<file path="src/rtl/drawbridge_ctrl_param.sv">
// Purpose: parametrised drawbridge controller with N boat sensors, car occupancy count, travel watchdog, upright hold.
// Latency: Moore machine; inputs sampled at an edge take effect in State/MT/TFL/AL/CarCnt right after that edge.
// Backpressure: none; sensor and button inputs are levels or pulses and are never stalled.
//
// Ports:
//   Clk, Reset      rising-edge clock; synchronous active-low reset
//   CAIN, CAO       one-cycle pulses per car entering / leaving the bridge
//   MD              0 auto (boat sensors drive lift/lower), 1 manual (push button)
//   PB              manual push button level; only its rising edge acts
//   BS[N_BOAT]      boat sensors
//   H, L            bridge fully-up / fully-down limit sensors
//   MT              motor command: 00 off, 01 raise, 10 lower
//   AL              alarm (held in FAULT, one-cycle pulses on sensor errors)
//   TFL             traffic light: 0 go, 1 stop
//   State           0 FLAT, 1 LIFTING, 2 UPRIGHT, 3 LOWERING, 4 FAULT
//   CarCnt          cars currently on the bridge (saturating)
module drawbridge_ctrl_param #(
    parameter int CAR_W   = 4,
    parameter int N_BOAT  = 2,
    parameter int TIMEOUT = 16,
    parameter int HOLD    = 4
) (
    input  logic              Clk,
    input  logic              Reset,
    input  logic              CAIN,
    input  logic              CAO,
    input  logic              MD,
    input  logic              PB,
    input  logic [N_BOAT-1:0] BS,
    input  logic              H,
    input  logic              L,
    output logic [1:0]        MT,
    output logic              AL,
    output logic              TFL,
    output logic [2:0]        State,
    output logic [CAR_W-1:0]  CarCnt
);

    localparam int TW = $clog2(TIMEOUT + 1);
    localparam int HW = $clog2(HOLD + 1);

    typedef enum logic [2:0] {
        S_FLAT  = 3'd0,
        S_LIFT  = 3'd1,
        S_UP    = 3'd2,
        S_LOWER = 3'd3,
        S_FAULT = 3'd4
    } state_t;

    state_t             state_q, state_nxt;
    logic               pb_q;
    logic               req_q, req_nxt;
    logic [TW-1:0]      timer_q, timer_nxt;
    logic [HW-1:0]      hold_q, hold_nxt;
    logic [CAR_W-1:0]   car_q, car_nxt;
    logic               car_err;
    logic               sensor_al;
    logic [1:0]         mt_nxt;
    logic               al_nxt;
    logic               tfl_nxt;

    logic               boat_any;
    logic               pbe;
    logic               timeout;
    logic               hold_done;
    logic               car_zero;
    logic               car_max;

    assign boat_any  = |BS;
    assign pbe       = PB & ~pb_q;
    // Compared with >= so a timer that kept counting while parked in a
    // tolerated-sensor condition still trips the watchdog afterwards.
    assign timeout   = (timer_q >= TW'(TIMEOUT - 1));
    assign hold_done = (hold_q >= HW'(HOLD - 1));
    assign car_zero  = (car_q == '0);
    assign car_max   = (&car_q);

    // ------------------------------------------------------------------
    // Car occupancy counter: simultaneous in/out cancels, saturates at
    // both ends, and an exit seen at zero is flagged as a sensor error.
    // ------------------------------------------------------------------
    always_comb begin
        car_nxt = car_q;
        car_err = 1'b0;
        if (CAIN && !CAO) begin
            if (!car_max) begin
                car_nxt = car_q + CAR_W'(1);
            end
        end else if (CAO && !CAIN) begin
            if (car_zero) begin
                car_err = 1'b1;
            end else begin
                car_nxt = car_q - CAR_W'(1);
            end
        end
    end

    // ------------------------------------------------------------------
    // State register (plus registered outputs and datapath state).
    // ------------------------------------------------------------------
    always_ff @(posedge Clk) begin
        if (!Reset) begin
            state_q <= S_FLAT;
            pb_q    <= 1'b0;
            req_q   <= 1'b0;
            timer_q <= '0;
            hold_q  <= '0;
            car_q   <= '0;
            MT      <= 2'b00;
            AL      <= 1'b0;
            TFL     <= 1'b0;
        end else begin
            state_q <= state_nxt;
            pb_q    <= PB;
            req_q   <= req_nxt;
            timer_q <= timer_nxt;
            hold_q  <= hold_nxt;
            car_q   <= car_nxt;
            MT      <= mt_nxt;
            AL      <= al_nxt;
            TFL     <= tfl_nxt;
        end
    end

    // ------------------------------------------------------------------
    // Next-state logic. Within a state: fault conditions first, then
    // limit-switch completion, then boat reversal, then the watchdog.
    // ------------------------------------------------------------------
    always_comb begin
        state_nxt = state_q;
        req_nxt   = req_q;
        hold_nxt  = hold_q;
        sensor_al = 1'b0;

        case (state_q)
            S_FLAT: begin
                if (req_q && car_zero && L) begin
                    state_nxt = S_LIFT;
                end else if (MD ? pbe : boat_any) begin
                    req_nxt = 1'b1;
                end
            end

            S_LIFT: begin
                if (H && L) begin
                    state_nxt = S_FAULT;
                end else if (H) begin
                    state_nxt = S_UP;
                end else if (timeout) begin
                    state_nxt = S_FAULT;
                end
            end

            S_UP: begin
                if (MD) begin
                    // Manual mode ignores boats; keep the hold count clean
                    // so a switch back to auto starts a fresh quiet period.
                    hold_nxt = '0;
                    if (pbe) begin
                        state_nxt = S_LOWER;
                    end
                end else if (boat_any) begin
                    hold_nxt = '0;
                end else if (hold_done) begin
                    state_nxt = S_LOWER;
                end else begin
                    hold_nxt = hold_q + HW'(1);
                end
            end

            S_LOWER: begin
                if (H && L) begin
                    state_nxt = S_FAULT;
                end else if (L) begin
                    state_nxt = S_FLAT;
                end else if (H) begin
                    // Fully-up while lowering is implausible; alarm but keep going.
                    sensor_al = 1'b1;
                end else if (!MD && boat_any) begin
                    state_nxt = S_LIFT;
                end else if (timeout) begin
                    state_nxt = S_FAULT;
                end
            end

            S_FAULT: begin
                state_nxt = S_FAULT;
            end

            default: begin
                state_nxt = S_FAULT;
            end
        endcase

        // A pending request is consumed when lifting starts, and a bridge
        // that has just come back down starts with no request outstanding.
        if (state_nxt != state_q) begin
            hold_nxt = '0;
            if (state_nxt == S_LIFT || state_nxt == S_FLAT) begin
                req_nxt = 1'b0;
            end
        end

        // Travel timer measures cycles spent in the current state.
        if (state_nxt != state_q) begin
            timer_nxt = '0;
        end else if (timer_q != '1) begin
            timer_nxt = timer_q + TW'(1);
        end else begin
            timer_nxt = timer_q;
        end
    end

    // ------------------------------------------------------------------
    // Output logic: next-cycle values of the registered Moore outputs.
    // ------------------------------------------------------------------
    always_comb begin
        mt_nxt  = 2'b00;
        tfl_nxt = 1'b1;
        al_nxt  = 1'b0;

        case (state_nxt)
            S_LIFT:  mt_nxt = 2'b01;
            S_LOWER: mt_nxt = 2'b10;
            default: mt_nxt = 2'b00;
        endcase

        // In FLAT the light turns red as soon as a lift is requested so
        // cars stop entering while the occupants drain.
        if (state_nxt == S_FLAT) begin
            tfl_nxt = req_nxt;
        end

        al_nxt = (state_nxt == S_FAULT) || car_err || sensor_al;
    end

    assign State  = state_q;
    assign CarCnt = car_q;

endmodule

</file>
<file path="config.mk">
export PLATFORM = sky130hd
export DESIGN_NAME = drawbridge_ctrl_param
export DESIGN_NICKNAME = d
export VERILOG_FILES = /design/src/rtl/drawbridge_ctrl_param.sv
export SDC_FILE = /design/constraint.sdc
export NUM_CORES = 1
export LEC_CHECK = 0
export BUFFER_PORTS_ARGS = -buffer_cell sky130_fd_sc_hd__buf_2
export CAP_MARGIN = 20
export CORE_MARGIN = 2
export CORE_UTILIZATION = 26
export DETAILED_ROUTE_END_ITERATION = 10
export GPL_TIMING_DRIVEN = 1
export PLACE_DENSITY = 0.46
export SLEW_MARGIN = 20
export SYNTH_ARGS = -nofsm -noshare
export SYNTH_HDL_FRONTEND = slang
export SYNTH_SLANG_ARGS = --single-unit
</file>
<file path="constraint.sdc">
create_clock -name Clk -period 2.9 [get_ports Clk]
set_input_delay 0.58 -clock Clk [delete_from_list [all_inputs] [get_ports Clk]]
set_output_delay 0.58 -clock Clk [all_outputs]
set_load 0.05 [all_outputs]
</file>
Word-level counts from Yosys, hierarchy flattened --
Index checks and enable logic that the tools add are counted.
Cells by class: $add $sub $neg 4, $lt $le $gt $ge 2, equal/unequal tests 11, muxes and demuxes 35, bitwise logic cells 3, reductions and logical operators 21
Operator list (count):
- two-way mux 3 bit | 15
- two-way mux 4 bit | 4
- two-way mux 1 bit | 14
- case mux 3 bit (4 select lines) | 1
- == test 3 x 2 -> 1 bit (second input constant) | 3
- == test 3 x 1 -> 1 bit (second input constant) | 2
- logical AND 1 bit | 6
- logical NOT 3 bit | 2
- adder 5 x 1 -> 5 bit (second input constant) | 1
- greater-or-equal comparator 5 x 4 -> 1 bit (second input constant) | 1
- != test 5 bit (second input constant) | 1
- adder 4 x 1 -> 4 bit (second input constant) | 1
- logical NOT 4 bit | 1
- case mux 2 bit (2 select lines) | 1
- AND reduction 4 bit | 1
- OR reduction 2 bit | 2
- subtractor 4 x 1 -> 4 bit (second input constant) | 1
- adder 3 x 1 -> 3 bit (second input constant) | 1
- == test 3 bit (second input constant) | 1
- greater-or-equal comparator 3 x 2 -> 1 bit (second input constant) | 1
- logical NOT 1 bit | 3
- logical OR 1 bit | 3
- != test 3 bit | 1
- != test 3 bit (second input constant) | 1
- 7 further kinds | 8
Word-level totals: bits in registers 21, input port bits 10, output and inout bits 11, logic and storage cells 85

Logic depth before layout (Yosys ltp) --
word-level depth 12, mapped depth 8, mapped depth without buffers 8

Worst setup path before layout --
No wires, ideal clock.
kind register -> register, start register state_q[0], in the netlist State[0], end register TFL, library setup time 135 ps, arrival 2120 ps, data required time 2765 ps, setup slack 645 ps, cell stages (with the launch flop) 7, buffers on the path 1, period minus slack after synthesis 2255 ps, path through dfxtp_1 buf_6 inv_2 or4_4 o221ai_2 mux2i_2 o22ai_1
Between the ends: longest elaborated chain between the ends 11, elaborated cells between the ends (all ways) 25, classes of those cells eq/ne (5); mux (17); reduce/logical (3)
Ends and longest elaborated chain:
- from (decl) | RTL line 50 | state_t state_q, state_nxt;
- from (signal assigned) | RTL line 113 | state_q <= state_nxt;
- two-way mux 3 bit | RTL line 149, 181
- two-way mux 3 bit | RTL line 179 | end else if (!MD && boat_any) begin
- two-way mux 3 bit | RTL line 176 | end else if (H) begin
- two-way mux 3 bit | RTL line 174 | end else if (L) begin
- two-way mux 3 bit | RTL line 172 | if (H && L) begin
- case mux 3 bit (4 select lines) | RTL line 135 | case (state_q)
- == test 3 x 1 -> 1 bit / logical NOT 3 bit (equally long branches) | RTL line 199, 230
- logical OR 1 bit | RTL line 199 | if (state_nxt == S_LIFT || state_nxt == S_FLAT) begin
- two-way mux 1 bit | RTL line 199
- two-way mux 1 bit | RTL line 197 | if (state_nxt != state_q) begin
- two-way mux 1 bit * | RTL line 230 | if (state_nxt == S_FLAT) begin
- to (signal assigned) | RTL line 121 | TFL <= tfl_nxt;
- to (decl) | RTL line 34 | output logic TFL,
Every way passes the cells marked *; elsewhere a longest branch is shown, timed or not. A chain may end at the register's enable or synchronous reset.

Final worst setup path --
start register timer_q[0], end register TFL
Between the ends: longest elaborated chain between the ends 12, elaborated cells between the ends (all ways) 16, classes of those cells order compare (1); eq/ne (2); mux (11); reduce/logical (2)
Ends and longest elaborated chain:
- from (decl) | RTL line 53 | logic [TW-1:0] timer_q, timer_nxt;
- from (signal assigned) | RTL line 116 | timer_q <= timer_nxt;
- greater-or-equal comparator 5 x 4 -> 1 bit * | RTL line 73 | assign timeout = (timer_q >= TW'(TIMEOUT - 1));
- two-way mux 3 bit * | RTL line 149, 181
- two-way mux 3 bit | RTL line 179
- two-way mux 3 bit | RTL line 176
- two-way mux 3 bit | RTL line 174
- two-way mux 3 bit | RTL line 172
- case mux 3 bit (4 select lines) * | RTL line 135
- == test 3 x 1 -> 1 bit / logical NOT 3 bit (equally long branches) | RTL line 199, 230
- logical OR 1 bit | RTL line 199
- two-way mux 1 bit | RTL line 199
- two-way mux 1 bit | RTL line 197
- two-way mux 1 bit * | RTL line 230
Marked as above.

==> results.py <==
metrics = {
    "min_path": {
        "hold_path.class": "in -> reg",
        "hp-start": "PB",
        "hold_depth": 2,
        "hold_end": "pb_q",
    },
    "routing": {
        "met2_length_mm": 1.41,
        "detail-route-antenna-nets": 0,
        "drt_wl_total_mm": 2.90,
        "met1Wirelength_mm": 1.33,
        "drt-wirelength-per-cell_um": 13.9,
        "first_pass_iters": 4,
        "drt_iter0_markers": 75,
        "drcViolationCount": 0,
        "vias": 1135,
        "via_per_inst": 5.43,
        "met3WireLength_um": 113,
        "routed.top_layer": "met4",
    },
    "cells_and_area": {
        "fillers": 463,
        "seqCellArea_um2": 420,
        "syn_to_final_growth_pct": 15.3,
        "final_layout_size_suffix_gt1_share_pct": 20.4,
        "antenna_cells": 0,
        "nets": 176,
        "multi_input_area_um2": 719,
        "final_design_area_no_fill_um2": 1380,
    },
    "pwr": {
        "clockPowerShare_pct": 23.8,
        "leakagePower_nw": 0.600,
        "power_frac_comb_pct": 31.5,
        "max-vdd-ir-drop_uv": 221,
        "internal_power_w": 0.000506,
        "switchingPower_w": 0.000299,
        "p_sw_share_pct": 37.1,
        "p_per_area_nw_per_um2": 581,
        "seqPwrFrac_pct": 44.6,
    },
    "setup_path": {
        "rr_endpoint": "TFL",
        "r2r_slack_ns": 0.48,
        "cp.required_ns": 3.02,
        "cp-start-kind": "flop",
        "worstSetupPathType": "reg -> reg",
        "crit_arrival_ns": 2.54,
        "rr_worst_depth": 8,
        "end_kind": "flop",
        "r2r_start": "timer_q[0]",
        "cp_max_fo": 10,
    },
    "synthesis": {
        "synth_nets": 154,
        "ys_warn_count": 0,
        "ys_types": 43,
        "synth_commonest_cells": "21 x dfxtp_1, 11 x nor4_1, 10 x nor2_1",
        "synth.area.top_cells": "dfxtp_1 35%, ha_1 7.3%, nor4_1 5.7%",
        "yosysSeqAreaShare_pct": 35.0,
        "synthMostInstantiatedCell": "dfxtp_1",
        "synth_top_cell_area_share_pct": 35.0,
        "async_reset_ff_share_pct": 0,
        "syn-cell-area_um2": 1200,
        "synth_edf_count": 0,
        "syn_area_per_cell_um2": 8.82,
        "yosysTopAreaCell": "dfxtp_1",
        "ys_seq_elements": 21,
        "postSynthCellCount": 136,
        "synth_top_flop_cell": "dfxtp_1",
    },
    "sta": {
        "finalMaxSlewViolations": 0,
        "hold_viol_final": 0,
        "clock.fmax_ghz": 0.413,
        "rsz0062_at_grt": "no",
        "setup_viol": 0,
        "maxSlewHeadroom_pct": 53.0,
        "fin_ws_ns": 0.480,
        "worst_pin_slew_ns": 0.699,
        "fin_tns_setup_ns": 0,
        "period_minus_slack_ns": 2.42,
        "skew_ns": 0.00338,
        "period_share_pct": 83.4,
    },
    "flow_run": {
        "cap_viol_max_count": 0,
    },
    "global_routing": {
        "grt_pass1_vias": 1079,
        "grt.overflow.total": 0,
        "grtUsageTotal_pct": 11.4,
        "grt_pass1_wl_mm": 4.81,
        "grt_max_degree": 17,
        "antenna_found_initial": 0,
    },
    "cts": {
        "ctsHoldBuffers": 0,
        "clock_latency_ns": 0.26,
        "clock_tree.htree_level_count": 1,
        "cts_made_buffers": 3,
        "postCtsSetupBuffers": 0,
        "cts_tree": "done",
        "cts-root-buf": "clkbuf_8",
        "cts_resized": 0,
        "clockBufferDepth": 2,
        "cts_sinks": 21,
        "clk_pin_slew_ns": 0.08,
    },
    "die": {
        "dieArea_um2": 5170,
        "die_y_um": 71.9,
        "die_w_um": 71.9,
        "ios": 21,
        "initial_core_util_pct": 27.2,
        "coreArea_um2": 4410,
        "rows": 24,
    },
    "placement": {
        "io_buffer_count": 20,
        "dpl-instance-area_um2": 1340,
        "dp.final_hpwl_mm": 2.23,
        "gp_congestion": 0.897,
        "dp_slack_ns": 0.479,
    },
    "outcome": {
        "outcome": "finished, final reports clean",
    },
}
==> state kept, by name (all words and copies together), names as in the netlist <==
signal / count
hold_q: 3
pb_q: 1
MT: 2
CarCnt: 4
State: 3
timer_q: 5
AL: 1
TFL: 1
req_q: 1
==> logic make-up after synthesis <==
| logic type | Yosys count | synth area share [%] |
|---|---|---|
| AO/OA/AOI/OAI | 35 | 19.9 |
| XOR/XNOR | 6 | 4.38 |
| adder cells (fa/ha/maj) | 8 | 8.97 |
| buffers and inverters | 12 | 5.00 |
| flip-flops | 21 | 35.0 |
| multiplexers | 4 | 3.75 |
| AND/OR/NAND/NOR | 50 | 22.9 |
==> layer usage <==
metal	track usage, %	up-vias
met2	19.1	29
met4	5.24	0
met5	0	-
met3	1.39	8
met1	14.8	547
li1	-	551
==> per-stage QoR <==
step | cells | utilization [%] | hold WS, ns | total power (W)
detailed placement | 205 | 30.3 | 0.531 | 0.000619
finish | 209 | 31.3 | 0.534 | 0.000804
global placement | 205 | 30.3 | 0.511 | 0.000612
global route | 209 | 31.3 | 0.551 | 0.000855
CTS | 209 | 31.3 | 0.531 | 0.000811
floorplan | 136 | - | 0.512 | 0.000555
==> final cells by class <==
| class | instances | area share, % |
|---|---|---|
| multi-input combinational | 103 | 52.0 |
| sequential | 21 | 30.4 |
| timing repair buffer | 20 | 7.23 |
| tap | 52 | 4.70 |
| clock buffer | 4 | 3.25 |
| inverter | 9 | 2.44 |
==> cell usage in the layout, fill, tap and decap left out, drive strengths merged <==
master / n
o22ai: 2
xor2: 2
a31o: 1
a41o: 2
nor2: 10
fa: 1
buf: 20
dfxtp: 21
a21oi: 9
nor4: 11
nand2b: 3
o21ai: 7
o21a: 1
clkbuf: 4
nand3b: 1
or4: 1
a31oi: 2
o221ai: 1
o21ba: 1
o21bai: 1
nor3: 4
nand4: 3
a21o: 2
nor2b: 2
a211oi: 4
and3b: 1
nand3: 3
o32ai: 1
ha: 7
mux2i: 3
and3: 1
or3b: 1
and2: 2
a211o: 1
nand2: 6
or3: 1
inv: 9
mux2: 1
xnor2: 4
==> power by group through the flow <==
| stage | clock, W | combinational (W) | sequential (W) |
|---|---|---|---|
| after global routing | 0.000212 | 0.000280 | 0.000364 |
| after detailed placement | 0 | 0.000254 | 0.000365 |
| after global placement | 0 | 0.000250 | 0.000363 |
| after CTS | 0.000198 | 0.000255 | 0.000358 |
| final | 0.000192 | 0.000254 | 0.000359 |
| after floorplan | 0 | 0.000134 | 0.000421 |
==> worst max path at each step <==
| stage | start | endpoint | slack (ns) |
|---|---|---|---|
| floorplan | State[0] | TFL | 0.64 |
| global placement | MD | TFL | 0.55 |
| detailed placement | MD | TFL | 0.48 |
| CTS | timer_q[0] | req_q | 0.50 |
| global route | timer_q[0] | req_q | 0.30 |
| finish | timer_q[0] | TFL | 0.48 |
==> worst max-delay path, stage by stage, from the launching register on <==
cell	delay, ns
dfxtp_1	0.35
ha_1	0.21
and3_1	0.20
ha_1	0.19
nor2_1	0.16
nand2_1	0.14
o221ai_2	0.29
mux2i_2	0.57
o22ai_1	0.17
Power figures use the tool's default switching activity.
